<file path="src/rtl/muldiv_unit_if.sv">
// Issue/writeback bundle between the control unit, the multiply/divide unit
// and the register file write port.
//
// Handshake: an operation is accepted on a rising edge where start=1 and
// ready=1; op/rd/opa/opb are sampled on that edge only. start while ready=0
// is dropped, not queued. wb_en is a one-cycle strobe with no backpressure;
// wb_addr/wb_data are meaningful only while wb_en=1.
interface muldiv_unit_if #(
    parameter int XLEN  = 16,
    parameter int RADDR = 4
);
    logic             start;
    logic [1:0]       op;
    logic [RADDR-1:0] rd;
    logic [XLEN-1:0]  opa;
    logic [XLEN-1:0]  opb;
    logic             kill;
    logic             ready;
    logic             busy;
    logic [RADDR-1:0] busy_rd;
    logic             wb_en;
    logic [RADDR-1:0] wb_addr;
    logic [XLEN-1:0]  wb_data;
    logic [1:0]       state_dbg;

    modport master (
        output start, op, rd, opa, opb, kill,
        input  ready, busy, busy_rd, wb_en, wb_addr, wb_data, state_dbg
    );

    modport slave (
        input  start, op, rd, opa, opb, kill,
        output ready, busy, busy_rd, wb_en, wb_addr, wb_data, state_dbg
    );
endinterface

</file>
<file path="src/rtl/muldiv_unit.sv">
// Iterative unsigned multiply/divide unit: shift-add multiply and restoring
// divide, one iteration per cycle for XLEN cycles, then a single-cycle
// register-file writeback. Op encoding: 00 MUL, 01 MULH, 10 DIVU, 11 REMU.
module muldiv_unit #(
    parameter int XLEN  = 16,
    parameter int RADDR = 4
) (
    input logic          clk,
    input logic          reset,
    muldiv_unit_if.slave bus
);
    localparam int CW = $clog2(XLEN) + 1;

    typedef enum logic [1:0] {
        S_IDLE = 2'd0,
        S_CALC = 2'd1,
        S_WB   = 2'd2
    } state_t;

    state_t           state;
    state_t           state_nxt;
    logic [1:0]       op_q;
    logic [RADDR-1:0] rd_q;
    logic [XLEN-1:0]  dsr_q;      // multiplicand for MUL*, divisor for DIV*
    logic [XLEN-1:0]  hi_q;       // product high half / partial remainder
    logic [XLEN-1:0]  lo_q;       // multiplier shifting out / quotient shifting in
    logic [CW-1:0]    cnt_q;
    logic [RADDR-1:0] wb_addr_q;
    logic [XLEN-1:0]  wb_data_q;

    logic             accept;
    logic             last_iter;
    logic [XLEN:0]    mul_sum;
    logic [XLEN-1:0]  mul_hi;
    logic [XLEN-1:0]  mul_lo;
    logic [XLEN:0]    div_shift;
    logic [XLEN-1:0]  div_diff;
    logic             div_ok;
    logic [XLEN-1:0]  div_hi;
    logic [XLEN-1:0]  div_lo;
    logic [XLEN-1:0]  hi_nxt;
    logic [XLEN-1:0]  lo_nxt;
    logic [XLEN-1:0]  result;

    assign accept    = bus.start && (state == S_IDLE);
    assign last_iter = (state == S_CALC) && (cnt_q == CW'(XLEN - 1));

    // State register.
    always_ff @(posedge clk) begin
        if (reset) state <= S_IDLE;
        else       state <= state_nxt;
    end

    // Next-state decode; kill wins over completion.
    always_comb begin
        state_nxt = state;
        case (state)
            S_IDLE: if (bus.start) state_nxt = S_CALC;
            S_CALC: begin
                if (bus.kill)       state_nxt = S_IDLE;
                else if (last_iter) state_nxt = S_WB;
            end
            S_WB:    state_nxt = S_IDLE;
            default: state_nxt = S_IDLE;
        endcase
    end

    // One multiply or divide iteration from the current registers.
    always_comb begin
        // Shift-add: add multiplicand into the high half if the multiplier
        // LSB is set, then shift the whole {carry, hi, lo} right by one.
        mul_sum   = {1'b0, hi_q} + (lo_q[0] ? {1'b0, dsr_q} : '0);
        mul_hi    = mul_sum[XLEN:1];
        mul_lo    = {mul_sum[0], lo_q[XLEN-1:1]};
        // Restoring divide: bring in the next dividend bit, subtract the
        // divisor when it fits. The remainder always fits in XLEN bits, so
        // the modular difference is exact whenever div_ok is set. A zero
        // divisor always "fits", giving all-ones quotient and rem = dividend.
        div_shift = {hi_q, lo_q[XLEN-1]};
        div_ok    = (div_shift >= {1'b0, dsr_q});
        div_diff  = div_shift[XLEN-1:0] - dsr_q;
        div_hi    = div_ok ? div_diff : div_shift[XLEN-1:0];
        div_lo    = {lo_q[XLEN-2:0], div_ok};
        hi_nxt    = op_q[1] ? div_hi : mul_hi;
        lo_nxt    = op_q[1] ? div_lo : mul_lo;
        result    = '0;
        case (op_q)
            2'b00:   result = lo_nxt;
            2'b01:   result = hi_nxt;
            2'b10:   result = lo_nxt;
            default: result = hi_nxt;
        endcase
    end

    // Operand capture at accept, iteration in CALC, result capture on the
    // final iteration so wb_data/wb_addr hold between writebacks.
    always_ff @(posedge clk) begin
        if (reset) begin
            op_q      <= '0;
            rd_q      <= '0;
            dsr_q     <= '0;
            hi_q      <= '0;
            lo_q      <= '0;
            cnt_q     <= '0;
            wb_addr_q <= '0;
            wb_data_q <= '0;
        end else if (accept) begin
            op_q  <= bus.op;
            rd_q  <= bus.rd;
            dsr_q <= bus.op[1] ? bus.opb : bus.opa;
            lo_q  <= bus.op[1] ? bus.opa : bus.opb;
            hi_q  <= '0;
            cnt_q <= '0;
        end else if (state == S_CALC) begin
            hi_q  <= hi_nxt;
            lo_q  <= lo_nxt;
            cnt_q <= last_iter ? '0 : cnt_q + 1'b1;
            if (last_iter && !bus.kill) begin
                wb_data_q <= result;
                wb_addr_q <= rd_q;
            end
        end
    end

    // Status decode from state. The write strobe is additionally dropped by
    // kill or reset in the WB cycle itself so an aborted op never writes.
    always_comb begin
        bus.ready     = (state == S_IDLE);
        bus.busy      = (state != S_IDLE);
        bus.busy_rd   = (state != S_IDLE) ? rd_q : '0;
        bus.wb_en     = (state == S_WB) && !bus.kill && !reset;
        bus.wb_addr   = wb_addr_q;
        bus.wb_data   = wb_data_q;
        bus.state_dbg = state;
    end
endmodule
</file>
<file path="src/flat_wrapper.sv">
// flat-port wrapper written by rule: the top's interface ports become plain ports
module muldiv_unit_flat 
#(
    parameter int XLEN  = 16,
    parameter int RADDR = 4
)
  (clk, reset, bus_start, bus_op, bus_rd, bus_opa, bus_opb, bus_kill, bus_ready, bus_busy, bus_busy_rd, bus_wb_en, bus_wb_addr, bus_wb_data, bus_state_dbg);
  muldiv_unit_if #(.XLEN(XLEN), .RADDR(RADDR)) bus_i ();
  input logic clk;
  input logic reset;
  input wire logic [$bits(bus_i.start)-1:0] bus_start;
  input wire logic [$bits(bus_i.op)-1:0] bus_op;
  input wire logic [$bits(bus_i.rd)-1:0] bus_rd;
  input wire logic [$bits(bus_i.opa)-1:0] bus_opa;
  input wire logic [$bits(bus_i.opb)-1:0] bus_opb;
  input wire logic [$bits(bus_i.kill)-1:0] bus_kill;
  output wire logic [$bits(bus_i.ready)-1:0] bus_ready;
  output wire logic [$bits(bus_i.busy)-1:0] bus_busy;
  output wire logic [$bits(bus_i.busy_rd)-1:0] bus_busy_rd;
  output wire logic [$bits(bus_i.wb_en)-1:0] bus_wb_en;
  output wire logic [$bits(bus_i.wb_addr)-1:0] bus_wb_addr;
  output wire logic [$bits(bus_i.wb_data)-1:0] bus_wb_data;
  output wire logic [$bits(bus_i.state_dbg)-1:0] bus_state_dbg;
  assign bus_i.start = bus_start;
  assign bus_i.op = bus_op;
  assign bus_i.rd = bus_rd;
  assign bus_i.opa = bus_opa;
  assign bus_i.opb = bus_opb;
  assign bus_i.kill = bus_kill;
  assign bus_ready = bus_i.ready;
  assign bus_busy = bus_i.busy;
  assign bus_busy_rd = bus_i.busy_rd;
  assign bus_wb_en = bus_i.wb_en;
  assign bus_wb_addr = bus_i.wb_addr;
  assign bus_wb_data = bus_i.wb_data;
  assign bus_state_dbg = bus_i.state_dbg;
  muldiv_unit #(.XLEN(XLEN), .RADDR(RADDR)) u_core (.clk(clk), .reset(reset), .bus(bus_i));
endmodule
</file>
<file path="config.mk">
export PLATFORM = sky130hd
export DESIGN_NAME = muldiv_unit_flat
export DESIGN_NICKNAME = d
export VERILOG_FILES = /design/src/rtl/muldiv_unit_if.sv /design/src/rtl/muldiv_unit.sv /design/src/flat_wrapper.sv
export SDC_FILE = /design/constraint.sdc
export NUM_CORES = 1
export LEC_CHECK = 0
export CAP_MARGIN = 20
export CELL_PAD_IN_SITES_DETAIL_PLACEMENT = 1
export CELL_PAD_IN_SITES_GLOBAL_PLACEMENT = 2
export CORE_AREA = 2 2 135 137
export CTS_CLUSTER_SIZE = 28
export DETAILED_ROUTE_END_ITERATION = 10
export DIE_AREA = 0 0 137 139
export PLACE_DENSITY_LB_ADDON = 0.1
export SLEW_MARGIN = 10
export SYNTH_ARGS = -nofsm -noshare
export SYNTH_HDL_FRONTEND = slang
export SYNTH_SLANG_ARGS = --single-unit
</file>
<file path="constraint.sdc">
create_clock -name clk -period 3.4 [get_ports clk]
set_input_delay 0.68 -clock clk [delete_from_list [all_inputs] [get_ports clk]]
set_output_delay 0.68 -clock clk [all_outputs]
set_load 0.005 [all_outputs]
</file>
After elaboration in Yosys (flattened, before gate mapping):

Index checks and enable logic that the tools add are counted.

* register bits: 81
* input port bits: 42
* output and inout port bits: 29
* logic and storage cells: 50

* $add $sub $neg: 3
* magnitude comparators: 1
* equal/unequal tests: 6
* mux-type cells: 15
* bitwise logic cells: 1
* reduce and logical (&&, ||, !) cells: 15

Operators by type and width (number)
* $mux W16: 9
* $add A16 B17 Y17: 1
* $ge A17 B16 Y1: 1
* $sub A16 B16 Y16: 1
* $mux W2: 3
* $add A5 B1 Y5 const B: 1
* $eq A5 B4 Y1 const B: 1
* $logic_and A1 B1 Y1: 5
* $mux W5: 1
* $eq A2 B2 Y1 const B: 2
* $logic_not A2 Y1: 2
* $mux W4: 1
* $pmux W2 S2: 1
* $reduce_bool A2 Y1: 2
* $reduce_or A2 Y1: 2
* $ne A3 B2 Y1 const B: 1
* $reduce_and A3 Y1: 1
* $eq A2 B1 Y1 const B: 1
* $logic_not A1 Y1: 2
* $ne A2 B2 Y1 const B: 1
* $reduce_and A2 Y1: 1
* $not A1 Y1: 1

Logic depth before layout (Yosys ltp):

Gate-level depths: netlist of the first run.

* word-level depth: 5
* mapped depth: 12
* depth with buffers taken out: 12

Least setup slack after synthesis of the first run:

No wires, ideal clock.

* path type: reg-to-reg
* start point: register u_core.lo_q[0]
* end point: register u_core.wb_data_q[13], in the netlist u_core.bus.wb_data[13]
* setup time: 0.075 ns
* arrival: 2.540 ns
* required time: 3.325 ns
* setup slack: 0.785 ns
* cell stages (with the launch flop): 13
* path buffers: 1
* period minus slack after synthesis: 2.615 ns
* path through: dfxtp_1 > clkbuf_1 > and2_1 > ha_1 > fa_1 > a211oi_1 > nor2_1 > o31a_1 > a211oi_1 > xnor2_1 > o32a_1 > nand2_1 > o21ai_0

* longest elaborated chain between the ends: 4

RTL lines
* start, declared: RTL line muldiv_unit.sv:26 `logic [XLEN-1:0] lo_q;`
* start signal, assigned: RTL line muldiv_unit.sv:111 `lo_q <= bus.op[1] ? bus.opa : bus.opb;`
* start signal, assigned: RTL line muldiv_unit.sv:116 `lo_q <= lo_nxt;`
* $mux W16: RTL line muldiv_unit.sv:72 `mul_sum = {1'b0, hi_q} + (lo_q[0] ? {1'b0, dsr_q} : '0);`
* $add A16 B17 Y17: RTL line muldiv_unit.sv:72
* $mux W16: RTL line muldiv_unit.sv:84 `hi_nxt = op_q[1] ? div_hi : mul_hi;`
* $mux W16: RTL line muldiv_unit.sv:87 `case (op_q)`
* end signal, assigned: RTL line muldiv_unit.sv:119 `wb_data_q <= result;`
* end, declared: RTL line muldiv_unit.sv:29 `logic [XLEN-1:0] wb_data_q;`

Every way passes these cells.
A chain may end at the register's enable or synchronous reset.

Worst setup path in the final report of the first run:

* start point: register u_core.lo_q[0]
* end point: register u_core.wb_data_q[9], in the netlist u_core.bus.wb_data[9]

Same word-level chain as after synthesis.

==> results of run 1 <==
==> tightest hold or removal path, delay by kind of cell (launching register included) <==
| kind | cells | cell delay (ns) |
|---|---|---|
| DFF | 1 | 0.31 |
| AOI/OAI and AO/OA | 1 | 0.05 |
| and+or+nand+nor | 1 | 0.05 |
==> metrics by stage <==
stage	setup WS [ns]	instances	hold WS [ns]	util
global placement	-0.0704	991	0.446	0.377
CTS	0.207	1007	0.465	0.395
global route	0.0587	1007	0.493	0.395
detailed placement	0.0332	991	0.455	0.377
finish	0.310	1007	0.462	0.395
floorplan	0.785	711	0.441	-
==> registers in the layout, summed over array words and instances (netlist names) <==
name and count:
u_core.bus.wb_data 16, u_core.dsr_q 16, u_core.hi_q 16, u_core.lo_q 16, u_core.cnt_q 5, u_core.bus.wb_addr 4
u_core.rd_q 4, u_core.bus.state_dbg 2, u_core.op_q 2
==> power breakdown <==
| group | internal, uW | leakage (uW) | switching, uW |
|---|---|---|---|
| Combinational | 304 | 0.00197 | 453 |
| Clock | 601 | 0.000151 | 465 |
| Sequential | 995 | 0.000662 | 50.3 |
==> metal layers <==
layer | global-route usage | vias up | routed length, microns
met5 | 0 | - | 0
li1 | - | 2718 | -
met4 | 0.0678 | 0 | 363
met3 | 0.0344 | 25 | 966
met2 | 0.353 | 124 | 9490
met1 | 0.340 | 2779 | 10600
==> final timing paths <==
path	depth (start not counted)	slack (ns)	from	to
setup / recovery	10	0.31	u_core.lo_q[0]	u_core.bus.wb_data[9]
hold / removal	2	0.46	u_core.bus.wb_addr[3]	u_core.bus.wb_addr[3]
setup reg to reg	10	0.31	u_core.lo_q[0]	u_core.bus.wb_data[9]
hold reg to reg	2	0.46	u_core.bus.wb_addr[3]	u_core.bus.wb_addr[3]
==> kinds of logic (layout without fill, tap and decap cells) <==
kind of cell,count (synthesis),after routing,synth area share
compound gates,215,215,0.253
xor+xnor,22,22,0.0339
fa+ha+maj,35,35,0.0798
buf+inv,66,133,0.0469
flops,81,81,0.286
mux,54,54,0.0983
simple gates,238,238,0.203
==> timing repair <==
item | CTS | global route
endpoints found under the hold margin | 0 | 0
resized for setup | 1 | 1
setup endpoints to repair | 1 | 1
==> layout make-up <==
type / count / area (sq um) / share of cell area
clock buffers: 10 / 239 / 0.0343
inverters: 23 / 86.3 / 0.0124
well taps: 229 / 287 / 0.0411
clock inverters: 6 / 72.6 / 0.0104
repair buffers: 94 / 871 / 0.125
multi-input cells: 564 / 3800 / 0.544
flip-flops and latches: 81 / 1620 / 0.233
==> cells in the final DEF (no fill, tap or decap), types with 21 or more instances in the layout <==
| master | instances |
|---|---|
| clkdlybuf4s50_1 | 68 |
| nor2_1 | 80 |
| nand2_1 | 54 |
| a211oi_1 | 22 |
| dfxtp_1 | 80 |
| o21ai_0 | 31 |
| ha_1 | 33 |
| a21oi_1 | 63 |
| buf_4 | 24 |
| mux2i_1 | 40 |
| inv_1 | 21 |
==> impl_metrics.yaml, run 1 <==
status:
  status: "finished clean"
synthesis:
  netlist_instances: 711
  synth_area_leader_cell: "dfxtp_1"
  synth_edf_count: 0
  synth_warnings: 0
  yosys-top-cells-count: "dfxtp_1 (81), nor2_1 (80), a21oi_1 (63), nand2_1 (54), mux2i_1 (40)"
  ys_types: 69
  syn_avg_cell_area_sq_um: 7.99
  synthArstFlopShare: 0
  yosysMostFrequentCell: "dfxtp_1"
  synth_top_area_frac: 0.286
  synth_seq_area_share: 0.286
  yosys-top-cells-area: "dfxtp_1 (29%), ha_1 (7.3%), mux2i_1 (7.1%), a21oi_1 (5.6%), nor2_1 (5.3%)"
  synth_area_sq_um: 5680
  ys_dominant_reg_cell: "dfxtp_1"
  synth_nets: 788
  ys_seq_elements: 81
place:
  io_buffers: 70
  place_congestion: 0.869
  dp.final_hpwl_mm: 16.5
  dpl-instance-area_sq_um: 6660
floorplanning:
  io_pins: 71
  num_rows: 49
  die_w_microns: 137
  dieArea_sq_um: 19000
  fp.coreArea_sq_um: 17700
  start_util: 0.322
  die_height_microns: 139
clock_network:
  h-tree-depth: 3
  cts_tree: "built"
  cts.clk_slew.worst_paths_ns: 0.07
  holdBufCountCts: 0
  cts_buffers: 9
  clk_path_buf_depth: 2
  cts_root_buf: "clkbuf_16"
  clk-insertion-delay-late_ns: 0.36
  postCtsSetupBuffers: 0
  numClockSinks: 81
detailed_routing:
  num_vias: 5646
  antenna_left: 0
  first_pass_iters: 5
  drc: 0
  routed_wl_mm: 21.4
  via_per_inst: 5.61
  wire_per_inst_microns: 21.3
  drt_iter0_drc: 253
layout:
  diodes: 0
  drive_gt1_frac: 0.109
  fillCellCount: 2126
  nNetsFinal: 850
  syn2layout_area_growth_pct: 22.9
  fin_area_sq_um: 6980
sta:
  setup_viol: 0
  fmax_mhz: 324
  grt_setup_unrepaired: "no"
  tightest_slew_ns: 1.02
  setup_tns_ns: 0
  max_slew_margin: 0.318
  hold_viol: 0
  period_needed_ns: 3.09
  slew_violations: 0
  finalClockSkew_ns: 0.0101
  min_period_over_period: 0.909
power:
  finalPower_uw: 2870
  p_leak_uw: 0.00278
  p_per_area_nw_per_um2: 411
  peakVddDrop_mv: 0.235
critical_path:
  path_class: "flip-flop to flip-flop"
  crit_path_end_kind: "flip-flop"
  crit_fanout: 18
  required_ns: 3.67
  cpPeakStageDelay_ns: 0.55
  crit_path_start_kind: "flip-flop"
  path_delay_family: "compound AO/OA/AOI/OAI gates"
  path_cells: "and2_1 > ha_1 > a2111oi_1 > o21ai_0 > a41oi_1 > xnor2_1 > nor2_1 > a31oi_1 > a211oi_1 > nor3_1"
  arrival_ns: 3.36
  cp.buffers_inverters: 0
  critPathSlowestCell: "dfxtp_2"
run:
  max_cap_violations: 0
grt:
  grt_antenna_before_repair: 0
  grt_pass1_vias: 5876
  track_usage: 0.233
  grt_max_degree: 52
  overflow: 0
  grt_pass1_wl_mm: 34.2
worst_hold_path:
  hold_class: "flip-flop to flip-flop"
No activity file was read; power rests on OpenSTA's default activity.
==> inputs of run 2 (changes only) <==
Settings changed: CORE_AREA 2 2 135 137 to 5 5 138 140, DIE_AREA 0 0 137 139 to 0 0 143 145, GPL_ROUTABILITY_DRIVEN from default to 0, HOLD_SLACK_MARGIN from default to 0.02.
==> impl_metrics.yaml, run 2 (synthesized netlist as in run 1, its figures left out) <==
grt:
  grt_pass1_wl_mm: 33.7
  track_usage: 0.207
  grt_max_degree: 43
  grt_antenna_before_repair: 0
  grt_pass1_vias: 5790
  overflow: 0
critical_path:
  path_delay_family: "compound AO/OA/AOI/OAI gates"
  r2r-end: "u_core.bus.wb_data[15]"
  path_cells: "buf_4 > and2_1 > ha_1 > a2111oi_1 > o21ai_0 > nand2_1 > o21ai_0 > a221oi_1 > nand2_1 > nor2_1 > o31ai_1"
  rr_startpoint: "u_core.lo_q[0]"
  crit_path_end_kind: "flip-flop"
  critPathSlowestCell: "a2111oi_1"
  cp.buffers_inverters: 1
  required_ns: 3.61
  arrival_ns: 3.50
  crit_fanout: 15
  reg2reg_slack_ns: 0.11
  ff2ff_path_depth: 11
  cpPeakStageDelay_ns: 0.54
  path_class: "flip-flop to flip-flop"
  crit_path_start_kind: "flip-flop"
detailed_routing:
  antenna_left: 0
  drt_iter0_drc: 358
  drc: 0
  routed_wl_mm: 21.3
  wire_per_inst_microns: 21.1
  first_pass_iters: 4
  via_per_inst: 5.62
  num_vias: 5680
worst_hold_path:
  hold_class: "flip-flop to flip-flop"
  hold_depth: 2
  hold_start: "u_core.bus.wb_addr[3]"
  min_to: "u_core.bus.wb_addr[3]"
power:
  finalPower_uw: 2880
  p_per_area_nw_per_um2: 410
  peakVddDrop_mv: 0.215
  p_leak_uw: 0.00281
sta:
  fmax_mhz: 304
  slew_violations: 0
  hold_viol: 0
  grt_setup_unrepaired: "no"
  setup_tns_ns: 0
  setup_slack_ns: 0.107
  setup_viol: 0
  max_slew_margin: 0.338
  tightest_slew_ns: 0.989
  min_period_over_period: 0.969
  finalClockSkew_ns: 0.0112
  period_needed_ns: 3.29
floorplanning:
  start_util: 0.320
  die_height_microns: 145
  num_rows: 49
  die_w_microns: 143
  dieArea_sq_um: 20700
  fp.coreArea_sq_um: 17700
  io_pins: 71
layout:
  utilization: 0.396
  finalNonFillerCells: 1010
  diodes: 0
  drive_gt1_frac: 0.111
  final_common_cell: "dfxtp_1"
  nNetsFinal: 853
  layout_common_cells: "dfxtp_1 (81), nor2_1 (80), clkdlybuf4s50_1 (68), a21oi_1 (63), nand2_1 (54)"
  syn2layout_area_growth_pct: 23.5
run:
  max_cap_violations: 0
place:
  io_buffers: 70
  dpl.cell_count: 994
  dp.final_hpwl_mm: 16.5
  pre_cts_ws_ns: 0.0892
clock_network:
  cts.clk_slew.worst_paths_ns: 0.07
  cts_buffers: 9
  cts_tree: "built"
  clk_path_buf_depth: 2
  h-tree-depth: 3
  clk-insertion-delay-late_ns: 0.35
  holdBufCountCts: 0
  cts_root_buf: "clkbuf_16"
  numClockSinks: 81
status:
  status: "finished clean"
==> run 2: tightest hold or removal path: cells and delay by family, from the launching register on <==
kind,cells,cell delay [ns]
flip-flops,1,0.31
AND/OR/NAND/NOR,1,0.05
AO/OA/AOI/OAI,1,0.05
==> run 2: worst max-delay path by stage <==
stage / start / endpoint / cells past startpoint
CTS: u_core.lo_q[0] / u_core.bus.wb_data[9] / 11
detailed placement: u_core.lo_q[0] / u_core.bus.wb_data[9] / 11
global placement: u_core.lo_q[0] / u_core.bus.wb_data[9] / 11
global route: u_core.lo_q[0] / u_core.bus.wb_data[15] / 11
floorplan: u_core.lo_q[0] / u_core.bus.wb_data[13] / 12
finish: u_core.lo_q[0] / u_core.bus.wb_data[15] / 11
==> run 2: power breakdown <==
group	switching [uW]	leakage (uW)	internal, uW
clock network	428	0.000157	648
logic	452	0.00199	306
registers	49.0	0.000662	995
total	929	0.00281	1950
==> run 2: routing by layer <==
metal / up-vias / routed length, microns / track usage
li1: 2728 / - / -
met5: - / 0 / 0
met3: 14 / 1060 / 0.0336
met1: 2819 / 10400 / 0.304
met2: 119 / 9620 / 0.320
met4: 0 / 241 / 0.0404
==> run 2: metrics by stage <==
stage | area [sq um] | hold WS [ns]
final | 7010 | 0.463
after global routing | 7010 | 0.492
after CTS | 7010 | 0.466
after detailed placement | 6690 | 0.455
after global placement | 6690 | 0.450
after floorplan | 5680 | 0.441
==> run 2: timing repair <==
| action | in CTS | in global routing |
|---|---|---|
| setup buffers | 0 | 0 |
| resized for setup | 0 | 2 |
| endpoints found under the setup margin | 0 | 4 |
==> run 2: cell type report <==
type | instances | area, sq um
Clock buffer | 10 | 229
Tap cell | 229 | 287
Clock inverter | 6 | 91.3
Fill cell | 2122 | 10700
Inverter | 23 | 86.3
Multi-Input combinational cell | 564 | 3800
Timing Repair Buffer | 97 | 893
Sequential cell | 81 | 1620
